## config.mk

```make
export PLATFORM = sky130hd
export DESIGN_NAME = fpu_div_sequencer
export DESIGN_NICKNAME = d
export VERILOG_FILES = /design/src/rtl/fpu_div_pkg.sv /design/src/rtl/fpu_div_fifo.sv /design/src/rtl/fpu_div_sequencer.sv
export SDC_FILE = /design/constraint.sdc
export NUM_CORES = 1
export LEC_CHECK = 0
export ABC_AREA = 1
export CAP_MARGIN = 15
export CELL_PAD_IN_SITES_DETAIL_PLACEMENT = 0
export CELL_PAD_IN_SITES_GLOBAL_PLACEMENT = 2
export CORE_MARGIN = 5
export CORE_UTILIZATION = 34
export CTS_BUF_LIST = sky130_fd_sc_hd__clkbuf_8
export DETAILED_ROUTE_END_ITERATION = 10
export PLACE_DENSITY = 0.82
export SLEW_MARGIN = 20
export SYNTH_ARGS = -nofsm -noshare
export SYNTH_HDL_FRONTEND = slang
export SYNTH_SLANG_ARGS = --single-unit
```

## constraint.sdc

```tcl
create_clock -name aclk -period 3.4 [get_ports aclk]
set_clock_uncertainty 0.1 [all_clocks]
set_input_delay 0.85 -clock aclk [delete_from_list [all_inputs] [get_ports aclk]]
set_output_delay 0.85 -clock aclk [all_outputs]
set_load 0.03 [all_outputs]
```

## src/rtl/fpu_div_pkg.sv

```systemverilog
// -----------------------------------------------------------------------------
// fpu_div_pkg
//
// Shared definitions for the FPUDiv request sequencer.
//   FP_W        : IEEE-754 single-precision word width.
//   META_TAG_W  : tag width carried in the packed metadata types. The
//                 sequencer's TAG_W parameter must match it.
//   div_meta_t  : {tag, dbz} tracked per in-flight operation.
//   div_rsp_t   : {data, meta} held in the result buffer.
//   is_zero()   : true for +0.0 and -0.0 (sign bit ignored).
// -----------------------------------------------------------------------------
package fpu_div_pkg;

    localparam int FP_W       = 32;
    localparam int META_TAG_W = 4;

    typedef struct packed {
        logic [META_TAG_W-1:0] tag;
        logic                  dbz;
    } div_meta_t;

    typedef struct packed {
        logic [FP_W-1:0] data;
        div_meta_t       meta;
    } div_rsp_t;

    // Exponent and mantissa all zero; the sign bit does not matter.
    function automatic logic is_zero(input logic [FP_W-1:0] fp);
        return (fp[FP_W-2:0] == '0);
    endfunction

endpackage : fpu_div_pkg

```

## src/rtl/fpu_div_fifo.sv

```systemverilog
// -----------------------------------------------------------------------------
// fpu_div_fifo
//
// Synchronous show-ahead FIFO. The head entry is visible on head_data whenever
// empty is low; pop advances to the next entry. Push while full and pop while
// empty are ignored. Push and pop in the same cycle are both honoured.
//
// Ports
//   aclk, areset : clock, synchronous active-high reset (empties the FIFO)
//   push         : write push_data this cycle
//   push_data    : WIDTH-bit entry to store
//   pop          : discard the head entry this cycle
//   head_data    : current head entry (undefined while empty)
//   full, empty  : occupancy flags
// -----------------------------------------------------------------------------
module fpu_div_fifo #(
    parameter int WIDTH = 8,
    parameter int DEPTH = 8
) (
    input  logic             aclk,
    input  logic             areset,
    input  logic             push,
    input  logic [WIDTH-1:0] push_data,
    input  logic             pop,
    output logic [WIDTH-1:0] head_data,
    output logic             full,
    output logic             empty
);

    localparam int AW = $clog2(DEPTH);

    logic [WIDTH-1:0] mem [DEPTH];
    logic [AW-1:0]    wr_ptr;
    logic [AW-1:0]    rd_ptr;
    logic [AW:0]      count;
    logic             do_push;
    logic             do_pop;

    assign full    = (count == (AW+1)'(DEPTH));
    assign empty   = (count == '0);
    assign do_push = push && !full;
    assign do_pop  = pop && !empty;

    assign head_data = mem[rd_ptr];

    // Storage carries no reset; only the pointers define validity.
    always_ff @(posedge aclk) begin
        if (do_push) begin
            mem[wr_ptr] <= push_data;
        end
    end

    always_ff @(posedge aclk) begin
        if (areset) begin
            wr_ptr <= '0;
            rd_ptr <= '0;
            count  <= '0;
        end else begin
            if (do_push) begin
                wr_ptr <= wr_ptr + AW'(1);
            end
            if (do_pop) begin
                rd_ptr <= rd_ptr + AW'(1);
            end
            count <= count + (AW+1)'(do_push) - (AW+1)'(do_pop);
        end
    end

endmodule : fpu_div_fifo

```

## src/rtl/fpu_div_sequencer.sv

```systemverilog
// -----------------------------------------------------------------------------
// fpu_div_sequencer
//
// Sits in front of the FPUDiv core. Accepts tagged requests on a valid/ready
// port, issues operands to the divider's valid-only streams, re-attaches tags
// to returning results in order, and buffers results so the consumer may
// stall.
//
// Handshake rule on both req_* and rsp_*: a transfer happens on a rising edge
// where valid and ready are both high; once valid is raised the source holds
// its payload until that transfer.
//
// Ports
//   aclk, areset           : clock, synchronous active-high reset
//   req_valid/ready        : request handshake
//   req_a, req_b, req_tag  : dividend, divisor, opaque tag
//   s_axis_{a,b}_tdata     : registered operands to the divider
//   s_axis_{a,b}_tvalid    : one-cycle issue pulse (identical on both)
//   m_axis_result_tvalid   : divider result pulse (cannot be stalled)
//   m_axis_result_tdata    : divider quotient
//   rsp_valid/ready        : response handshake (show-ahead buffer head)
//   rsp_data, rsp_tag      : quotient and originating tag
//   rsp_dbz                : divisor was +/-0
//   inflight               : credits in use (divider + result buffer)
//   err_orphan             : sticky, a result arrived with no tag pending
// -----------------------------------------------------------------------------
module fpu_div_sequencer
    import fpu_div_pkg::*;
#(
    parameter int TAG_W = META_TAG_W,
    parameter int DEPTH = 8,
    parameter int DRAIN = 32
) (
    input  logic                     aclk,
    input  logic                     areset,

    input  logic                     req_valid,
    output logic                     req_ready,
    input  logic [FP_W-1:0]          req_a,
    input  logic [FP_W-1:0]          req_b,
    input  logic [TAG_W-1:0]         req_tag,

    output logic [FP_W-1:0]          s_axis_a_tdata,
    output logic                     s_axis_a_tvalid,
    output logic [FP_W-1:0]          s_axis_b_tdata,
    output logic                     s_axis_b_tvalid,

    input  logic                     m_axis_result_tvalid,
    input  logic [FP_W-1:0]          m_axis_result_tdata,

    output logic                     rsp_valid,
    input  logic                     rsp_ready,
    output logic [FP_W-1:0]          rsp_data,
    output logic [TAG_W-1:0]         rsp_tag,
    output logic                     rsp_dbz,

    output logic [$clog2(DEPTH):0]   inflight,
    output logic                     err_orphan
);

    localparam int CW  = $clog2(DEPTH) + 1;
    localparam int DCW = $clog2(DRAIN) + 1;

    // -------------------------------------------------------------------------
    // Drain FSM: after reset the divider may still hold operations from before
    // the reset, so its results are swallowed until the window expires.
    // -------------------------------------------------------------------------
    typedef enum logic {
        DRAINING = 1'b0,
        RUN      = 1'b1
    } drain_state_t;

    drain_state_t   state;
    drain_state_t   state_nxt;
    logic [DCW-1:0] drain_cnt;
    logic [DCW-1:0] drain_cnt_nxt;

    always_ff @(posedge aclk) begin
        if (areset) begin
            state     <= DRAINING;
            drain_cnt <= DCW'(DRAIN - 1);
        end else begin
            state     <= state_nxt;
            drain_cnt <= drain_cnt_nxt;
        end
    end

    always_comb begin
        state_nxt     = state;
        drain_cnt_nxt = drain_cnt;
        case (state)
            DRAINING: begin
                if (drain_cnt == '0) begin
                    state_nxt = RUN;
                end else begin
                    drain_cnt_nxt = drain_cnt - DCW'(1);
                end
            end
            RUN: begin
                state_nxt = RUN;
            end
            default: begin
                state_nxt = DRAINING;
            end
        endcase
    end

    logic drain_done;
    assign drain_done = (state == RUN);

    // -------------------------------------------------------------------------
    // Handshakes and result routing
    // -------------------------------------------------------------------------
    logic      tag_full;
    logic      tag_empty;
    logic      rsp_full;
    logic      rsp_empty;
    div_meta_t tag_in;
    div_meta_t tag_head;
    div_rsp_t  rsp_in;
    div_rsp_t  rsp_head;
    logic      accept;
    logic      rsp_fire;
    logic      res_take;
    logic      tag_pop;
    logic      orphan;

    // The FIFO full flags can never be set while credits remain (occupancy of
    // either FIFO is bounded by inflight); gating on them only guards against
    // a misbehaving divider that emits extra results.
    assign req_ready = !areset && drain_done && (inflight < CW'(DEPTH))
                       && !tag_full && !rsp_full;
    assign accept    = req_valid && req_ready;
    assign rsp_fire  = rsp_valid && rsp_ready;

    // Results are only attributed to a request once the drain window closes.
    assign res_take  = drain_done && m_axis_result_tvalid;
    assign tag_pop   = res_take && !tag_empty;
    assign orphan    = res_take && tag_empty;

    assign tag_in.tag = req_tag;
    assign tag_in.dbz = is_zero(req_b);

    assign rsp_in.data = m_axis_result_tdata;
    assign rsp_in.meta = tag_head;

    fpu_div_fifo #(
        .WIDTH ($bits(div_meta_t)),
        .DEPTH (DEPTH)
    ) u_tag_fifo (
        .aclk      (aclk),
        .areset    (areset),
        .push      (accept),
        .push_data (tag_in),
        .pop       (tag_pop),
        .head_data (tag_head),
        .full      (tag_full),
        .empty     (tag_empty)
    );

    fpu_div_fifo #(
        .WIDTH ($bits(div_rsp_t)),
        .DEPTH (DEPTH)
    ) u_rsp_fifo (
        .aclk      (aclk),
        .areset    (areset),
        .push      (tag_pop),
        .push_data (rsp_in),
        .pop       (rsp_fire),
        .head_data (rsp_head),
        .full      (rsp_full),
        .empty     (rsp_empty)
    );

    // Payload is forced to zero while empty so the outputs are defined out of
    // reset even though the FIFO storage is not cleared.
    assign rsp_valid = !rsp_empty;
    assign rsp_data  = rsp_valid ? rsp_head.data     : '0;
    assign rsp_tag   = rsp_valid ? rsp_head.meta.tag : '0;
    assign rsp_dbz   = rsp_valid ? rsp_head.meta.dbz : 1'b0;

    // -------------------------------------------------------------------------
    // Credit counter
    // -------------------------------------------------------------------------
    always_ff @(posedge aclk) begin
        if (areset) begin
            inflight <= '0;
        end else begin
            case ({accept, rsp_fire})
                2'b10:   inflight <= inflight + CW'(1);
                2'b01:   inflight <= inflight - CW'(1);
                default: inflight <= inflight;
            endcase
        end
    end

    // -------------------------------------------------------------------------
    // Operand issue: one-cycle valid pulse, data held until the next accept.
    // -------------------------------------------------------------------------
    logic op_valid;

    always_ff @(posedge aclk) begin
        if (areset) begin
            op_valid       <= 1'b0;
            s_axis_a_tdata <= '0;
            s_axis_b_tdata <= '0;
        end else begin
            op_valid <= accept;
            if (accept) begin
                s_axis_a_tdata <= req_a;
                s_axis_b_tdata <= req_b;
            end
        end
    end

    assign s_axis_a_tvalid = op_valid;
    assign s_axis_b_tvalid = op_valid;

    // -------------------------------------------------------------------------
    // Sticky orphan-result flag
    // -------------------------------------------------------------------------
    always_ff @(posedge aclk) begin
        if (areset) begin
            err_orphan <= 1'b0;
        end else if (orphan) begin
            err_orphan <= 1'b1;
        end
    end

endmodule : fpu_div_sequencer
```

After elaboration in Yosys (flattened, before gate mapping)
Memory sizes are Yosys's and may differ from the RTL's. A register that Yosys moved wholly into a read port is not among the register bits.
Index checks and enable logic that the tools add are counted.
- add/sub/neg operators: 11
- $lt $le $gt $ge: 1
- equal/unequal tests: 4
- mux-type cells: 14
- bitwise logic cells: 2
- reductions and logical operators: 24
- operator list (operator ; count):
    2-to-1 mux 32 bit ; 1
    logical NOT 31 bit ; 1
    logical AND 1 bit ; 13
    adder 3 x 1 -> 3 bit (second input constant) ; 4
    2-to-1 mux 3 bit ; 4
    adder 4 x 1 -> 4 bit ; 2
    == test 4 bit (second input constant) ; 2
    logical NOT 4 bit ; 2
    case mux 4 bit (2 select lines) ; 1
    subtractor 4 x 1 -> 4 bit ; 2
    logical NOT 6 bit ; 1
    2-to-1 mux 1 bit ; 6
    subtractor 6 x 1 -> 6 bit (second input constant) ; 1
    logical NOT 1 bit ; 5
    adder 4 x 1 -> 4 bit (second input constant) ; 1
    < comparator 4 bit (second input constant) ; 1
    2-to-1 mux 4 bit ; 1
    subtractor 4 x 1 -> 4 bit (second input constant) ; 1
    == test 2 x 1 -> 1 bit (second input constant) ; 1
    == test 2 bit (second input constant) ; 1
    NOT 1 bit ; 2
    case mux 1 bit (2 select lines) ; 1
    AND reduction 2 bit ; 1
    nonzero test 2 bit ; 1
- bits in registers: 97
- bits in writable memories: 336
- output and inout bits: 110
- memories: 2
- memory list (name ; depth ; width ; read ports ; clocked after memory_dff ; wr ports ; line ; source):
    u_rsp_fifo.mem ; 8 ; 37 ; 1 ; 1 ; 1 ; fpu_div_fifo.sv:32 ; logic [WIDTH-1:0] mem [DEPTH];
    u_tag_fifo.mem ; 8 ; 5 ; 1 ; 1 ; 1 ; fpu_div_fifo.sv:32 ;

Logic depth before layout (Yosys ltp)
- depth in word-level cells: 9
- depth in mapped cells: 14

Hierarchy
From an unflattened synthesis, not the netlist that was laid out.
- cell total of the unflattened synthesis: 2084
- area total of the unflattened synthesis: 19321.0 µm²
- by module, submodules not included (module ; times used ; cells each ; area each (µm²) ; seq. area each (µm²)):
    fpu_div_fifo (u_rsp_fifo) ; 1 ; 1339 ; 13429.1 ; 9148.8
    fpu_div_sequencer ; 1 ; 481 ; 3448.3 ; 1541.5
    fpu_div_fifo (u_tag_fifo) ; 1 ; 264 ; 2443.6 ; 1461.4

Worst setup path before layout
OpenSTA, ideal clock, no wires.
- kind: input port to flip-flop
- start point: input m_axis_result_tvalid
- end point: memory u_rsp_fifo.mem[0][0] in the netlist's numbering, enable pin
- setup time: 0.431 ns
- arrival: 2.954 ns
- required time: 2.869 ns
- slack: -0.085 ns
- stages: 6
- buffers on the path: 0
- cells stage by stage: nand2_1 -> clkinv_1 -> nand2_1 -> nor2_2 -> nand2_1 -> nor2_1
- longest elaborated chain between the ends: 5
- RTL lines (what ; line ; source):
    from (decl) ; fpu_div_sequencer.sv:48 ; input logic m_axis_result_tvalid,
    logical AND 1 bit ; fpu_div_sequencer.sv:137 ; assign res_take = drain_done && m_axis_result_tvalid;
    logical AND 1 bit ; fpu_div_sequencer.sv:138 ; assign tag_pop = res_take && !tag_empty;
    logical AND 1 bit ; fpu_div_fifo.sv:41 ; assign do_push = push && !full;
    2-to-1 mux 1 bit ; fpu_div_fifo.sv:48 ; if (do_push) begin
    2-to-1 mux 1 bit (not written as such) ; fpu_div_fifo.sv:49 ; mem[wr_ptr] <= push_data;
    to (decl) ; fpu_div_fifo.sv:32 ;
No other way between the ends.

==> impl_metrics.yaml <==
placement:
  io_buffer_count: 214
  gp_congestion: 0.749
  pre_cts_ws_ps: 223
  placed_cells: 2420
  dpl.hpwl_um: 26400
yosys:
  ys_seq_area_share_pct: 69.8
  synth_edf_count: 336
  synth_top_cell_area_share_pct: 57.9
  ys_warn_count: 0
  syn_inst: 1564
  synth-seq-cells: 439
  syn_area_sq_mm: 0.0174
  synthArstFlopShare_pct: 0
  synth-main-ff-cell: "edfxtp_1"
  syn_nets: 1693
  yosysTopAreaCell: "edfxtp_1"
  avgSynthCellArea_sq_um: 11.1
  yosys-top-cells-area: "edfxtp_1 58%, dfxtp_1 12%, nor2_1 10%, o21ai_0 6.4%, nand2_1 2.2%"
  synth_cell_types: 33
sta:
  holdWs_ps: 369
  finalSetupViolCount: 0
  slew_headroom_pct: 51.5
  rsz0062_at_grt: "true"
  drv_slew: 0
  fin_crit_sh_pct: 96.2
  worst_slew_pin_slew_ps: 728
  fmax_mhz: 306
  hold_viol_final: 0
  fin_setup_tns_ps: 0
  setup_slack_ps: 130
  fin_crit_ps: 3270
run:
  cap_viol_max_count: 0
cts:
  cts_sinks: 439
  clkTransAtPathRegs_ps: 60
  cts_root_buf: "clkbuf_8"
  htreeDepth: 3
  clk-insertion-delay-late_ps: 640
  cts_tree: "built"
  cts_buffers: 78
  cts_buffer_depth: 3
worst_setup_path:
  regToRegSetupSlack_ps: 760
  critPathRequiredTime_ps: 2450
  path_class: "reg -> out"
  worst_path_largest_cell_delay_ps: 470
  cp_slowest_cell: "dfxtp_4"
  r2r-start: "u_rsp_fifo.count[2]$_SDFF_PP0_"
  worstPathCellList: "inv_4 -> buf_16 -> buf_16 -> o21ai_0 -> o22ai_1 -> nor2_1 -> nor2_1 -> clkdlybuf4s15_2"
  worstSetupStartpointType: "flip-flop"
  crit_fanout: 43
  end_kind: "output pin"
  r2r-end: "inflight[3]$_SDFFE_PP0P_"
  rr_worst_depth: 14
  worstPathArrival_ps: 2320
cells_and_area:
  drive_above_1_share_pct: 11.3
  multiInputGateArea_sq_mm: 0.00468
  area_delta_synth_final_pct: 27.2
  register_area_sq_mm: 0.0122
  nets: 1955
  fillCellCount: 4834
  diodes: 0
  final_cells: 2562
floorplan:
  start_util_pct: 34.2
  fp.dieW_um: 236
  core_sq_mm: 0.0510
  rows: 83
  die_y_um: 236
  die_area_sq_mm: 0.0558
  ios: 215
routing:
  drt-total-wl_um: 44000
  drtIter0Drc: 789
  remaining_drc_errors: 0
  num_vias: 12171
  wl_per_cell_um: 17.2
  dr.pass1.iters: 5
  vias_per_cell: 4.75
  ant_nets: 0
power_and_ir_drop:
  total_power_uw: 14700
  p_leak_uw: 0.00788
  p_per_area_mw_per_mm2: 662
  ir_worst_vdd_mv: 0.287
global_route:
  gr-usage-all-layers_pct: 15.4
  grt_max_degree: 84
  grt_pass1_wl_um: 68100
  first_global_vias: 12247
  overflow: 0
  antenna_found_initial: 2
hold_path:
  min-delay-path-class: "reg -> reg"
  worstHoldStart: "err_orphan$_SDFFE_PP0P_"
  hold-path-cell-count: 1
  hold_end: "err_orphan$_SDFFE_PP0P_"
run_status:
  run_status: "finished clean"
[placed cells by master (no fill, tap or decap), types with 21 or more instances in the layout]
master	instances
nor2_1	458
edfxtp_1	336
o21ai_0	222
clkdlybuf4s50_1	175
nand2_1	100
dfxtp_1	100
clkbuf_8	83
inv_1	77
o22ai_1	37
o211ai_1	37
o21ai_1	33
buf_4	31
ha_1	21
buf_12	21
[power breakdown]
group	leakage, uW	internal [uW]	switching, uW	total [uW]
combinational	0.00320	1490	2700	4190
sequential	0.00384	5830	76.2	5900
clock	0.000844	2410	2150	4560
total	0.00788	9730	4930	14700
[cell families (layout without fill, tap and decap cells)]
group,Yosys count,count (layout),synth area share (%)
and+or+nand+nor,608,608,13.7
xor gates and xnor gates,5,5,0.252
DFF,439,439,69.8
buffers and inverters,144,462,3.75
AOI/OAI and AO/OA,344,344,10.7
adders and majority gates,24,24,1.85
[routing by layer]
| layer | part of all wire (%) | track usage, % |
|---|---|---|
| met1 | 42 | 19.1 |
| met2 | 47 | 24.4 |
| met3 | 9.1 | 6.27 |
| met4 | 2.2 | 5.18 |
| met5 | 0.061 | 0 |
[final cells by class]
class,instances,area share [%]
Sequential cell,439,54.9
Multi-Input combinational cell,981,21.1
Timing Repair Buffer,272,12.7
Clock buffer,83,5.16
Tap cell,680,3.84
Clock inverter,53,1.34
Inverter,54,0.926
[synthesized netlist by cell type (3+ instances only)]
| library cell | n |
|---|---|
| ha_1 | 21 |
| nand3_1 | 14 |
| nand4_1 | 8 |
| inv_2 | 3 |
| nor4_1 | 3 |
| o21ai_0 | 222 |
| inv_1 | 50 |
| xnor2_1 | 3 |
| buf_4 | 11 |
| o211ai_1 | 37 |
| buf_6 | 6 |
| a21oi_1 | 12 |
| o22ai_1 | 37 |
| o21ai_1 | 33 |
| dfxtp_1 | 103 |
| nand2_1 | 100 |
| nor3_1 | 7 |
| fa_1 | 3 |
| buf_2 | 21 |
| nor2_1 | 468 |
| edfxtp_1 | 336 |
| clkbuf_1 | 50 |
[worst max path at each step]
stage / start / endpoint / slack (ps) / cells past startpoint
finish: flip-flop / rsp_data[10] / 130 / 8
CTS: flip-flop / rsp_data[16] / -20 / 8
global placement: areset / u_tag_fifo.count[1]$_SDFF_PP0_ / 260 / 9
detailed placement: areset / u_tag_fifo.count[1]$_SDFF_PP0_ / 220 / 9
global route: flip-flop / rsp_data[28] / -30 / 7
floorplan: m_axis_result_tvalid / u_rsp_fifo.mem[0][0]$_DFFE_PP_ / -80 / 6
[state kept, by name, indices dropped and copies added, names as in the netlist, 4 cells and up, named ones only]
| signal | cells |
|---|---|
| u_tag_fifo.count | 4 |
| s_axis_b_tdata | 32 |
| u_tag_fifo.mem | 40 |
| drain_cnt | 6 |
| s_axis_a_tdata | 32 |
| inflight | 4 |
| u_rsp_fifo.count | 4 |
| u_rsp_fifo.mem | 296 |
[worst max-delay path, delay by kind of cell (launching register included)]
family                 cells  cell delay [ps]
and+or+nand+nor            2              180
DFF                        1              470
buffers and inverters      4              730
AOI/OAI and AO/OA          2              260
[per-stage QoR]
stage                     area [sq um]  utilization (%)
after floorplan                  17400                -
after global placement           20700             40.6
after detailed placement         20700             40.6
after CTS                        22200             43.5
after global routing             22100             43.4
final                            22100             43.4
[what timing repair did]
action                     4_1_cts  5_1_grt
setup endpoints to repair       37       35
hold buffers                     0        0
setup buffers                    1        4
resized for setup               94       41
cloned                           0        1
No activity file was read; power rests on OpenSTA's default activity.
